**config.mk**
```make
export PLATFORM = sky130hd
export DESIGN_NAME = digit_scan_bank
export DESIGN_NICKNAME = d
export VERILOG_FILES = /design/src/rtl/digit_pkg.sv /design/src/rtl/digit_scan_bank_scan_divider.sv /design/src/rtl/digit_scan_bank.sv
export SDC_FILE = /design/constraint.sdc
export NUM_CORES = 1
export LEC_CHECK = 0
export CELL_PAD_IN_SITES_DETAIL_PLACEMENT = 0
export CELL_PAD_IN_SITES_GLOBAL_PLACEMENT = 1
export CORE_MARGIN = 5
export CORE_UTILIZATION = 35
export CTS_CLUSTER_SIZE = 12
export DETAILED_ROUTE_END_ITERATION = 10
export PLACE_DENSITY = 0.75
export SYNTH_ARGS = -nofsm -noshare
export SYNTH_HDL_FRONTEND = slang
export SYNTH_SLANG_ARGS = --single-unit
```
**constraint.sdc**
```tcl
create_clock -name clk -period 1.4 [get_ports clk]
set_clock_uncertainty 0.05 [all_clocks]
set_input_delay 0.28 -clock clk [delete_from_list [all_inputs] [get_ports clk]]
set_output_delay 0.28 -clock clk [all_outputs]
set_load 0.02 [all_outputs]
```
**src/rtl/digit_pkg.sv**
```systemverilog
// -----------------------------------------------------------------------------
// digit_pkg
// Shared constants and helpers for the digit register bank and its scan
// divider.
//   DIGIT_W_DEF    - default bits per digit
//   NUM_DIGITS_DEF - default number of stored digits
//   SCAN_DIV_DEF   - default dwell (clock cycles) per scanned digit
//   idx_w()        - width of an index able to address n items (never 0)
// -----------------------------------------------------------------------------
package digit_pkg;

  localparam int DIGIT_W_DEF    = 4;
  localparam int NUM_DIGITS_DEF = 4;
  localparam int SCAN_DIV_DEF   = 50000;

  // $clog2(1) is 0, which would give a zero-width vector, so clamp to 1 bit.
  function automatic int idx_w(input int n);
    return (n > 1) ? $clog2(n) : 1;
  endfunction

endpackage

```
**src/rtl/digit_scan_bank_scan_divider.sv**
```systemverilog
// -----------------------------------------------------------------------------
// scan_divider
// Modulo-SCAN_DIV free-running counter. div_cnt runs 0..SCAN_DIV-1 and wraps;
// the terminal count is presented as a one-cycle advance pulse.
// Ports:
//   clk     - system clock, rising edge
//   reset   - synchronous, active-high; returns div_cnt to 0
//   advance - high during the cycle in which div_cnt == SCAN_DIV-1
// -----------------------------------------------------------------------------
module scan_divider
  import digit_pkg::*;
#(
  parameter int SCAN_DIV = SCAN_DIV_DEF
) (
  input  logic clk,
  input  logic reset,
  output logic advance
);

  localparam int               CNT_W = idx_w(SCAN_DIV);
  localparam logic [CNT_W-1:0] TERM  = CNT_W'(SCAN_DIV - 1);

  logic [CNT_W-1:0] div_cnt_reg;

  always_ff @(posedge clk) begin
    if (reset) begin
      div_cnt_reg <= '0;
    end else if (div_cnt_reg == TERM) begin
      div_cnt_reg <= '0;
    end else begin
      div_cnt_reg <= div_cnt_reg + 1'b1;
    end
  end

  // With SCAN_DIV=1 TERM is 0, so advance stays high and the index moves
  // every cycle.
  assign advance = (div_cnt_reg == TERM);

endmodule

```
**src/rtl/digit_scan_bank.sv**
```systemverilog
// -----------------------------------------------------------------------------
// digit_scan_bank
// Digit register bank with a parallel view and a time-multiplexed scan view
// feeding a shared seven-segment decoder.
// Ports:
//   clk         - system clock, rising edge
//   reset       - synchronous, active-high; highest priority
//   wr_en       - single-cycle write strobe
//   wr_addr     - digit index to write (out-of-range indices are ignored)
//   wr_data     - value to store
//   clear       - synchronous zero of all digits, wins over a same-cycle write
//   digits_flat - all digits, digit k at [k*DIGIT_W +: DIGIT_W]
//   scan_sel    - one-hot select of the scanned digit (registered)
//   scan_data   - value of the scanned digit (registered)
//   scan_blank  - scanned digit is a suppressed leading zero (registered)
//   frame_tick  - one-cycle pulse in the cycle scan_idx wraps back to 0
// Build option:
//   BLANK_LEADING_ZEROS_EN - when defined, leading zeros above digit 0 are
//   blanked; otherwise scan_blank is tied to 0 and no blanking logic exists.
// -----------------------------------------------------------------------------
module digit_scan_bank
  import digit_pkg::*;
#(
  parameter int NUM_DIGITS = NUM_DIGITS_DEF,
  parameter int DIGIT_W    = DIGIT_W_DEF,
  parameter int SCAN_DIV   = SCAN_DIV_DEF
) (
  input  logic                          clk,
  input  logic                          reset,
  input  logic                          wr_en,
  input  logic [idx_w(NUM_DIGITS)-1:0]  wr_addr,
  input  logic [DIGIT_W-1:0]            wr_data,
  input  logic                          clear,
  output logic [NUM_DIGITS*DIGIT_W-1:0] digits_flat,
  output logic [NUM_DIGITS-1:0]         scan_sel,
  output logic [DIGIT_W-1:0]            scan_data,
  output logic                          scan_blank,
  output logic                          frame_tick
);

  localparam int               IDX_W    = idx_w(NUM_DIGITS);
  localparam logic [IDX_W-1:0] LAST_IDX = IDX_W'(NUM_DIGITS - 1);

  logic [DIGIT_W-1:0]    digit_arr [NUM_DIGITS];
  logic                  advance;
  logic [IDX_W-1:0]      scan_idx_reg;
  logic [NUM_DIGITS-1:0] scan_sel_reg;
  logic [DIGIT_W-1:0]    scan_data_reg;
  logic                  frame_tick_reg;

  // ---------------------------------------------------------------------------
  // Storage: one register per digit. An address that matches no generated
  // index (wr_addr >= NUM_DIGITS) simply writes nothing.
  // ---------------------------------------------------------------------------
  genvar gi;
  generate
    for (gi = 0; gi < NUM_DIGITS; gi++) begin : g_digit
      logic [DIGIT_W-1:0] digit_reg;

      always_ff @(posedge clk) begin
        if (reset || clear) begin
          digit_reg <= '0;
        end else if (wr_en && (wr_addr == IDX_W'(gi))) begin
          digit_reg <= wr_data;
        end
      end

      assign digit_arr[gi]                       = digit_reg;
      assign digits_flat[gi*DIGIT_W +: DIGIT_W]  = digit_reg;
    end
  endgenerate

  // ---------------------------------------------------------------------------
  // Scan timing
  // ---------------------------------------------------------------------------
  scan_divider #(
    .SCAN_DIV (SCAN_DIV)
  ) u_scan_divider (
    .clk     (clk),
    .reset   (reset),
    .advance (advance)
  );

  always_ff @(posedge clk) begin
    if (reset) begin
      scan_idx_reg <= '0;
    end else if (advance) begin
      scan_idx_reg <= (scan_idx_reg == LAST_IDX) ? '0 : scan_idx_reg + 1'b1;
    end
  end

  // Outputs are sampled from the current index and storage, so scan_sel and
  // scan_data trail scan_idx by one cycle and a write reaches scan_data two
  // cycles after its strobe. frame_tick is aligned with scan_idx itself.
  always_ff @(posedge clk) begin
    if (reset) begin
      scan_sel_reg   <= NUM_DIGITS'(1);
      scan_data_reg  <= '0;
      frame_tick_reg <= 1'b0;
    end else begin
      scan_sel_reg   <= NUM_DIGITS'(1) << scan_idx_reg;
      scan_data_reg  <= digit_arr[scan_idx_reg];
      frame_tick_reg <= advance && (scan_idx_reg == LAST_IDX);
    end
  end

  assign scan_sel   = scan_sel_reg;
  assign scan_data  = scan_data_reg;
  assign frame_tick = frame_tick_reg;

  // ---------------------------------------------------------------------------
  // Leading-zero blanking
  // ---------------------------------------------------------------------------
`ifdef BLANK_LEADING_ZEROS_EN
  // zero_vec[k]: digit k is zero (digit 0 never blanks, so it is not needed).
  // Digit k blanks when it and every digit above it are zero.
  logic [NUM_DIGITS-1:1] zero_vec;
  logic [NUM_DIGITS-1:0] blank_vec;
  logic                  scan_blank_reg;

  generate
    for (gi = 0; gi < NUM_DIGITS; gi++) begin : g_blank
      if (gi == 0) begin : g_lsd
        assign blank_vec[gi] = 1'b0;
      end else begin : g_upper
        assign zero_vec[gi]  = (digit_arr[gi] == '0);
        assign blank_vec[gi] = &zero_vec[NUM_DIGITS-1:gi];
      end
    end
  endgenerate

  always_ff @(posedge clk) begin
    if (reset) begin
      scan_blank_reg <= 1'b0;
    end else begin
      scan_blank_reg <= blank_vec[scan_idx_reg];
    end
  end

  assign scan_blank = scan_blank_reg;
`else
  assign scan_blank = 1'b0;
`endif

endmodule

```
* After elaboration in Yosys (flattened, before gate mapping) *
Cells that the tools add are included.

cells by class
  $add $sub $neg = 2
  multiplexer cells = 4
  equal/unequal tests = 5
  bitwise operators = 1
  shift operators = 1
  order comparisons = 1
  reduce and logical (&&, ||, !) cells = 8

operator list
  kind                                                       count
  adder 16 x 1 -> 16 bit (second input constant)             1
  equality test 16 bit (second input constant)               1
  binary-select mux 4 bit (select 2 bit)                     1
  two-way mux 4 bit                                          2
  equality test 2 bit (second input constant)                3
  logical AND 1 bit                                          5
  << shifter 1 x 2 -> 4 bit (first input constant)           1
  greater-or-equal comparator 3 bit (second input constant)  1
  NOT 2 -> 3 bit                                             1
  adder 2 x 1 -> 2 bit (second input constant)               1
  equality test 2 x 1 -> 1 bit (second input constant)       1
  logical NOT 2 bit                                          1
  two-way mux 2 bit                                          1
  OR reduction 2 bit                                         1
  logical OR 1 bit                                           1

word-level totals
  output and inout port bits = 26
  bits of input ports = 10
  logic and storage cells = 31
  register bits = 43

* Logic depth before layout (Yosys ltp) *
Gate-level depths: netlist (run 1).

  depth in word-level cells = 4
  depth in mapped cells = 6
  depth with buffers taken out = 5

* By module *
A second synthesis (run 1) with hierarchy kept.

unflattened totals
  cells, all modules = 186
  area, all modules = 1873.0 sq um

modules (own cells, without submodules)
  module           instances  cells an instance  area each (sq um)  sequential area each (sq um)
  digit_scan_bank  1          105                1162.4             540.5
  scan_divider     1          81                 710.7              320.3

* Worst setup path after synthesis (run 1) *
Ideal clock, no wire load.

  path type = register -> register
  start = reg u_scan_divider.div_cnt_reg[0]
  end = reg u_scan_divider.div_cnt_reg[14]
  setup time = 0.115 ns
  period minus slack after synthesis = 1.503 ns
  stages on the path, launching flop included = 7
  path slack = -0.103 ns
  buffers on the path = 1
  arrival time = 1.339 ns
  data required time = 1.235 ns
  cell sequence = dfxtp_1 -> ha_1 -> and3_2 -> nand4_2 -> nand2b_1 -> buf_4 -> nor2_1

between the ends
  longest elaborated chain between the ends = 2
  elaborated cells between the ends (all ways) = 3
  classes of those cells = add/sub (1); eq/ne (1); reduce/logical (1)

ends and longest elaborated chain
  element                                                         RTL line                            text
  start: declaration                                              digit_scan_bank_scan_divider.sv:23  logic [CNT_W-1:0] div_cnt_reg;
  start signal: assignment                                        digit_scan_bank_scan_divider.sv:31  div_cnt_reg <= div_cnt_reg + 1'b1;
  branches (longest 2 deep; another with adder 16 x 1 -> 16 bit)  --

Parallel ways; which one is timed is not known.
A chain may end at the register's enable or synchronous reset.

* Final worst setup path (run 1) *
  start = reg u_scan_divider.div_cnt_reg[0]
  end = reg scan_idx_reg[0]

between the ends
  longest elaborated chain between the ends = 1

ends and longest elaborated chain
  element                 RTL line                            text
  equality test 16 bit    digit_scan_bank_scan_divider.sv:37  assign advance = (div_cnt_reg == TERM);
  end signal: assignment  digit_scan_bank.sv:88               scan_idx_reg <= (scan_idx_reg == LAST_IDX) ? '0 : scan_idx_reg + 1'b1;
  end: declaration        digit_scan_bank.sv:46               logic [IDX_W-1:0] scan_idx_reg;

No other way between the ends.

==> run_results.csv, run 1 <==
group,metric,value,unit
final_layout,antennaDiodeCount,0,
critical_path,crit_cells,5,
logic_synthesis,ys_warn_count,0,
clock_network,cts_buffers,5,
clock_network,clkSinkCount,43,
routing,num_vias,1462,
critical_path,cp.required,1.58,ns
power_and_ir_drop,p_leak,0.00119,uW
critical_path,start_kind,"flip-flop",
power_and_ir_drop,finalPower,2570,uW
global_route,grt_pass1_wl,7210,um
logic_synthesis,ys.flop_type,"dfxtp_1",
routing,ant_nets,0,
placed_design,pre_cts_ws,-0.183,ns
hold_path,whs_path_depth,2,
logic_synthesis,seq_area_frac_synth,48.3,%
logic_synthesis,synth_common_cells,"dfxtp_1 (43), nor2_1 (33), mux2i_1 (17)",
logic_synthesis,yosys.area.top_type,"dfxtp_1",
final_layout,syn_to_final_growth,48.5,%
critical_path,cp-end-kind,"flip-flop",
timing,whs,0.443,ns
timing,min_period,1.43,ns
run_status,violations,"setup timing",
power_and_ir_drop,peakVddDrop,512,uV
logic_synthesis,netlist-cell-type-count,35,
timing,finalHoldViolCount,0,
logic_synthesis,post_synth.cell_area_avg,10.3,sq um
critical_path,slowest_stage,"dfxtp_4",
logic_synthesis,ys_ff_latch,43,
timing,period_share,102,%
die,die_area,6620,sq um
placed_design,dp.final_hpwl,3000,um
power_and_ir_drop,pwr_density_cell,971,nW/um^2
hold_path,holdPathEnd,"u_scan_divider.div_cnt_reg[15]$_SDFF_PP0_",
critical_path,cp_max_fo,4,
clock_network,h-tree-depth,2,
logic_synthesis,synthTopCellsByArea,"dfxtp_1 (48%), mux2i_1 (9.5%), nor2_1 (6.9%)",
clock_network,insertion_delay,0.30,ns
logic_synthesis,synth_nets,186,
clock_network,cts_buffer_depth,2,
clock_network,path_clk_slew,0.08,ns
clock_network,cts_root_buffer,"clkbuf_8",
timing,setup_tns,-0.0402,ns
global_route,grt_usage,14.4,%
logic_synthesis,synthCells,173,
critical_path,worstReg2RegEnd,"scan_idx_reg[0]$_SDFFE_PP0N_",
die,rows,26,
routing,drt-total-wl,4330,um
critical_path,crit_type,"flip-flop to flip-flop",
logic_synthesis,synth_edf_count,0,
timing,worst_slack,-0.0313,ns
hold_path,hp-class,"flip-flop to flip-flop",
placed_design,portBuffers,34,
routing,avgViaCountPerCell,4.72,
critical_path,ff2ff_setup_slack,-0.03,ns
clock_network,cts_tree,"built",
hold_path,hp-start,"u_scan_divider.div_cnt_reg[15]$_SDFF_PP0_",
timing,finalMaxSlewViolations,0,
timing,rsz0062_at_grt,"true",
final_layout,utilization,52.5,%
critical_path,worstPathArrival,1.61,ns
critical_path,reg2reg_from,"u_scan_divider.div_cnt_reg[0]$_SDFF_PP0_",
critical_path,cpLargestDelayFamily,"simple AND/OR/NAND/NOR gates",
routing,dr.pass1.iters,4,
job,cap_violations,0,
global_route,grt_start_max_net_pins,17,
die,start_util,35.4,%
timing,setup_viol,2,
global_route,grt-ovfl-total,0,
logic_synthesis,synth.most_common_cell,"dfxtp_1",
critical_path,max_stage_delay,0.38,ns
die,core-area,5040,sq um
routing,avgRoutedWirePerCell,14.0,um
placed_design,place.gp.congestion,0.756,
die,die_x,81.4,um
die,ios,36,
timing,max_clock_freq,699,MHz
critical_path,cp_num_buf_inv,0,
final_layout,layout-drive-gt1-share,31.7,%
logic_synthesis,synth_top_area_share,48.3,%
routing,drt_iter0_drc,32,
global_route,antenna_found_initial,0,
critical_path,r2r.worst_path.cells,5,
critical_path,crit_chain,"ha_4 > and3_4 > nand4_4 > or3_1 > a21oi_2",
run_status,status,"finished, violations left",
logic_synthesis,async_flop_share,0,%
logic_synthesis,syn_area,1780,sq um
die,die_h,81.4,um
final_layout,final_nets,252,
global_route,grt_pass1_vias,1479,
routing,drcViolationCount,0,
==> worst min-delay path, cell delays in order (launching register included) <==
cell	delay, ns
dfxtp_1	0.33
o31ai_1	0.08
a21oi_2	0.05
==> worst max path at each step <==
| stage | slack (ns) | endpoint | from |
|---|---|---|---|
| 4_1_cts | -0.02 | scan_idx_reg[0]$_SDFFE_PP0N_ | u_scan_divider.div_cnt_reg[12]$_SDFF_PP0_ |
| 5_1_grt | -0.08 | scan_idx_reg[0]$_SDFFE_PP0N_ | u_scan_divider.div_cnt_reg[11]$_SDFF_PP0_ |
| 3_5_place_dp | -0.18 | g_digit[2].digit_reg[3]$_SDFFE_PP0P_ | wr_addr[0] |
| 3_3_place_gp | -0.20 | g_digit[2].digit_reg[3]$_SDFFE_PP0P_ | wr_addr[0] |
| 6_report | -0.03 | scan_idx_reg[0]$_SDFFE_PP0N_ | u_scan_divider.div_cnt_reg[0]$_SDFF_PP0_ |
| 2_1_floorplan | 0.02 | scan_idx_reg[0]$_SDFFE_PP0N_ | u_scan_divider.div_cnt_reg[0]$_SDFF_PP0_ |
==> final cells by class <==
type,count,area (sq um)
sequential,43,880
timing repair buffer,66,549
clock buffer,5,68.8
inverter,4,15.0
fill,473,2390
tap,70,87.6
clock inverter,3,67.6
multi-input combinational,119,980
==> where the power goes <==
group	total, uW	switching (uW)	internal, uW
Combinational	161	78.4	82.7
Sequential	1250	14.5	1240
Clock	1160	447	711
==> logic make-up (layout without fill, tap and decap cells) <==
kind of cell,after synthesis,in the layout,synth area share [%]
and+or+nand+nor,77,78,24.1
muxes,21,21,14.6
adders and majority gates,3,3,2.11
other,1,1,0.210
xor gates and xnor gates,13,13,6.39
buffers and inverters,12,78,3.09
AOI/OAI and AO/OA,3,3,1.19
DFF,43,43,48.3
==> through the flow <==
stage | instance area [sq um] | std cells
2_1_floorplan | 1830 | 173
3_3_place_gp | 2450 | 300
3_5_place_dp | 2450 | 300
4_1_cts | 2600 | 310
5_1_grt | 2650 | 310
6_report | 2650 | 310
==> cell usage in the layout (no fill, tap or decap), drive strengths merged, types with 2 or more instances in the layout <==
cell type	instances
dlygate4sd2	21
and4bb	2
xor2	5
inv	4
nor2b	4
a21oi	2
and3	2
dfxtp	43
nor4	5
ha	3
nand3b	2
or2	2
nor3	3
nor3b	2
buf	32
nor2	33
clkbuf	6
mux4	4
nand4	5
xnor2	8
nand2b	2
clkdlybuf4s50	9
nand3	9
bufinv	2
clkdlybuf4s15	3
mux2i	17
nand2	3
==> timing repair <==
item	CTS	global route
cloned	1	0
endpoints found under the setup margin	43	13
hold buffers	0	0
pin swaps	1	6
gates resized for setup	37	14
buffers inserted	1	0
==> routing by layer <==
metal / GRT usage (%) / vias up / part of all wire (%)
met2: 23.6 / 25 / 48
met4: 4.05 / 0 / 1.2
met5: 0 / - / 0
met3: 5.54 / 7 / 4.8
li1: - / 731 / -
met1: 17.4 / 699 / 46
(Power assumes the default switching activity.)
==> run 2: changes to the inputs <==
--- a/config.mk
+++ b/config.mk
@@ -9,6 +9,7 @@
 export CELL_PAD_IN_SITES_GLOBAL_PLACEMENT = 1
 export CORE_MARGIN = 5
 export CORE_UTILIZATION = 35
+export CTS_BUF_LIST = sky130_fd_sc_hd__clkbuf_4 sky130_fd_sc_hd__clkbuf_8 sky130_fd_sc_hd__clkbuf_16
 export CTS_CLUSTER_SIZE = 12
 export DETAILED_ROUTE_END_ITERATION = 10
 export PLACE_DENSITY = 0.75
==> results of run 2 <==
Final layout, timing and power as in run 1 (identical DEF).
==> run 3: changes to the inputs <==
--- a/config.mk
+++ b/config.mk
@@ -5,6 +5,7 @@
 export SDC_FILE = /design/constraint.sdc
 export NUM_CORES = 1
 export LEC_CHECK = 0
+export CAP_MARGIN = 20
 export CELL_PAD_IN_SITES_DETAIL_PLACEMENT = 0
 export CELL_PAD_IN_SITES_GLOBAL_PLACEMENT = 1
 export CORE_MARGIN = 5
==> results of run 3 <==
Final layout, timing and power as in run 1 (identical DEF).
==> RTL edit, RTL diff (flow settings as in run 1) <==
Change the package constant `SCAN_DIV_DEF` from 50000 to 25000.
--- a/src/rtl/digit_pkg.sv
+++ b/src/rtl/digit_pkg.sv
@@ -12,5 +12,5 @@
   localparam int DIGIT_W_DEF    = 4;
   localparam int NUM_DIGITS_DEF = 4;
-  localparam int SCAN_DIV_DEF   = 50000;
+  localparam int SCAN_DIV_DEF   = 25000;
 
   // $clog2(1) is 0, which would give a zero-width vector, so clamp to 1 bit.
Behaviour: same outputs for any inputs over 10 cycles, from zero or initial values and one cycle with reset high; that may be too few to reach the edited logic, so the function may still have changed.
==> RTL edit against run 1 <==
  * The flow still finishes with violations (negative setup slack)
  * Critical path depth fell by 1
  * Area after synthesis fell by 4.8%
  * Power fell by 11%
  * Sequential cell count fell by 1
  * Clock power fell by 20%
  * Core utilization fell by 1.7 points
  * Routed wire length fell by 13%
  * Worst setup slack got worse by 0.53 ns
  * Final area fell by 9.3%
  * Critical path type unchanged
  * Largest cell class is now flip-flops and latches
  * Largest power group unchanged
==> RTL edit: results (changes against run 1) <==
Logic synthesis
  – Post-Synth Adder-Cell Area: 2.21% (was 2.11%)
  – Average size of a mapped cell: 10.0 sq um (was 10.3 sq um)
  – Post-synthesis mux area share: 15.3% (was 14.6%)
  – Count of cell types in the netlist: 30 (was 35)
  – Sequential share of the synthesized area: 49.5% (was 48.3%)
  – Post-Synth XOR/XNOR Area: 6.19% (was 6.39%)
  – Syn nets: 182 (was 186)
  – Synth top area cells: dfxtp_1, mux2i_1, nor2_1, mux4_2, xnor2_1 (unchanged)
  – Most frequent cells after synthesis: dfxtp_1, nor2_1, mux2i_1 (unchanged)
  – Compound-gate portion of the synthesized area: 1.11% (was 1.19%)

Placed design
  – DP HPWL: 2.84 mm (was 3.00 mm)
  – Post-DP Area: 2280 sq um (was 2450 sq um)
  – Final Wtd Congestion: 0.874 (was 0.756)

Drt
  – Routed len/inst: 12.8 um (was 14.0 um)
  – M1 WL: 1.76 mm (was 1.97 mm)
  – Drt via density: 4.63 (was 4.72)
  – Starting DRT DRC Count: 55 (was 32)
  – Detailed-router iteration count before antenna repair: 4 (unchanged)
  – Met3 Routed Length: 168 um (was 210 um)
  – Met2 wire len: 1.78 mm (was 2.10 mm)

Worst setup path
  – CP max stage cell: or4_4 (was dfxtp_4)
  – Crit-path max cell delay: 0.54 ns (was 0.38 ns)
  – CP max FO: 3 (was 4)
  – Setup crit start: u_scan_divider.div_cnt_reg[4] (was u_scan_divider.div_cnt_reg[0])
  – FF-to-FF path depth: 4 (was 5)
  – Critical Path AT: 2.14 ns (was 1.61 ns)

Clocking
  – PostCTS Resize Cnt: 27 (was 37)
  – Clk Latency, worst-skew pair: 0.29 ns
  – Total clock buffers created by CTS: 5 (unchanged)
  – Post-CTS Setup Bufs: 0 (was 1)
  – H-tree lvl count: 2 (unchanged)

Global routing
  – Met1 usage: 16.0% (was 17.4%)
  – GRT Total Usage: 13.0% (was 14.4%)
  – Vias in the first global route: 1,382 (was 1,479)
  – First-pass GRT wire length: 6.38 mm (was 7.21 mm)
  – Met2 Track Usage GR: 21.0% (was 23.6%)
  – Initial antenna violation count: 0 (unchanged)
  – Largest net degree at the start of global routing: 17 (unchanged)
  – Met3 usage: 3.84% (was 5.54%)

Finish
  – Nets: 241 (was 252)
  – Layout cells sized above 1: 21.8% (was 31.7%)

STA
  – Setup TNS: -9.99 ns (was -0.0402 ns)
  – Final worst setup slack: -0.557 ns (was -0.0313 ns)
  – Final setup fails: 23 (was 2)

Power
  – Pleak: 1.08 nW (was 1.19 nW)
  – Worst vdd ir: 0.444 mV (was 0.512 mV)
  – Internal power: 1.82 mW (was 2.03 mW)
  – Clock share of power: 40.4% (was 45.1%)
  – P_comb: 152 uW (was 161 uW)

Hold path
  – Hold EP: u_scan_divider.div_cnt_reg[13] (was u_scan_divider.div_cnt_reg[15])
  – Hold path start: u_scan_divider.div_cnt_reg[13] (was u_scan_divider.div_cnt_reg[15])

Outcome
  – Failing checks: negative setup slack (unchanged)
  – Status: complete, but fails checks (unchanged)
## RTL edit: stage by stage
| step | power, mW | setup WS [ns] | hold WS (ns) | cells |
|---|---|---|---|---|
| 2_1_floorplan | 1.32 | -0.605 | 0.302 | 169 |
| 3_3_place_gp | 1.40 | -0.514 | 0.425 | 287 |
| 3_5_place_dp | 1.40 | -0.577 | 0.435 | 287 |
| 4_1_cts | 2.34 | -0.564 | 0.449 | 295 |
| 5_1_grt | 2.40 | -0.604 | 0.478 | 296 |
| 6_report | 2.30 | -0.557 | 0.454 | 296 |
## RTL edit: final cells by class
| cell class | instances | area, sq um |
|---|---|---|
| Clock inverter | 2 | 37.5 |
| Tap cell | 67 | 83.8 |
| Multi-Input combinational cell | 116 | 836 |
| Timing Repair Buffer | 60 | 517 |
| Sequential cell | 42 | 843 |
| Inverter | 3 | 11.3 |
| Clock buffer | 6 | 72.6 |
| Fill cell | 441 | 2320 |
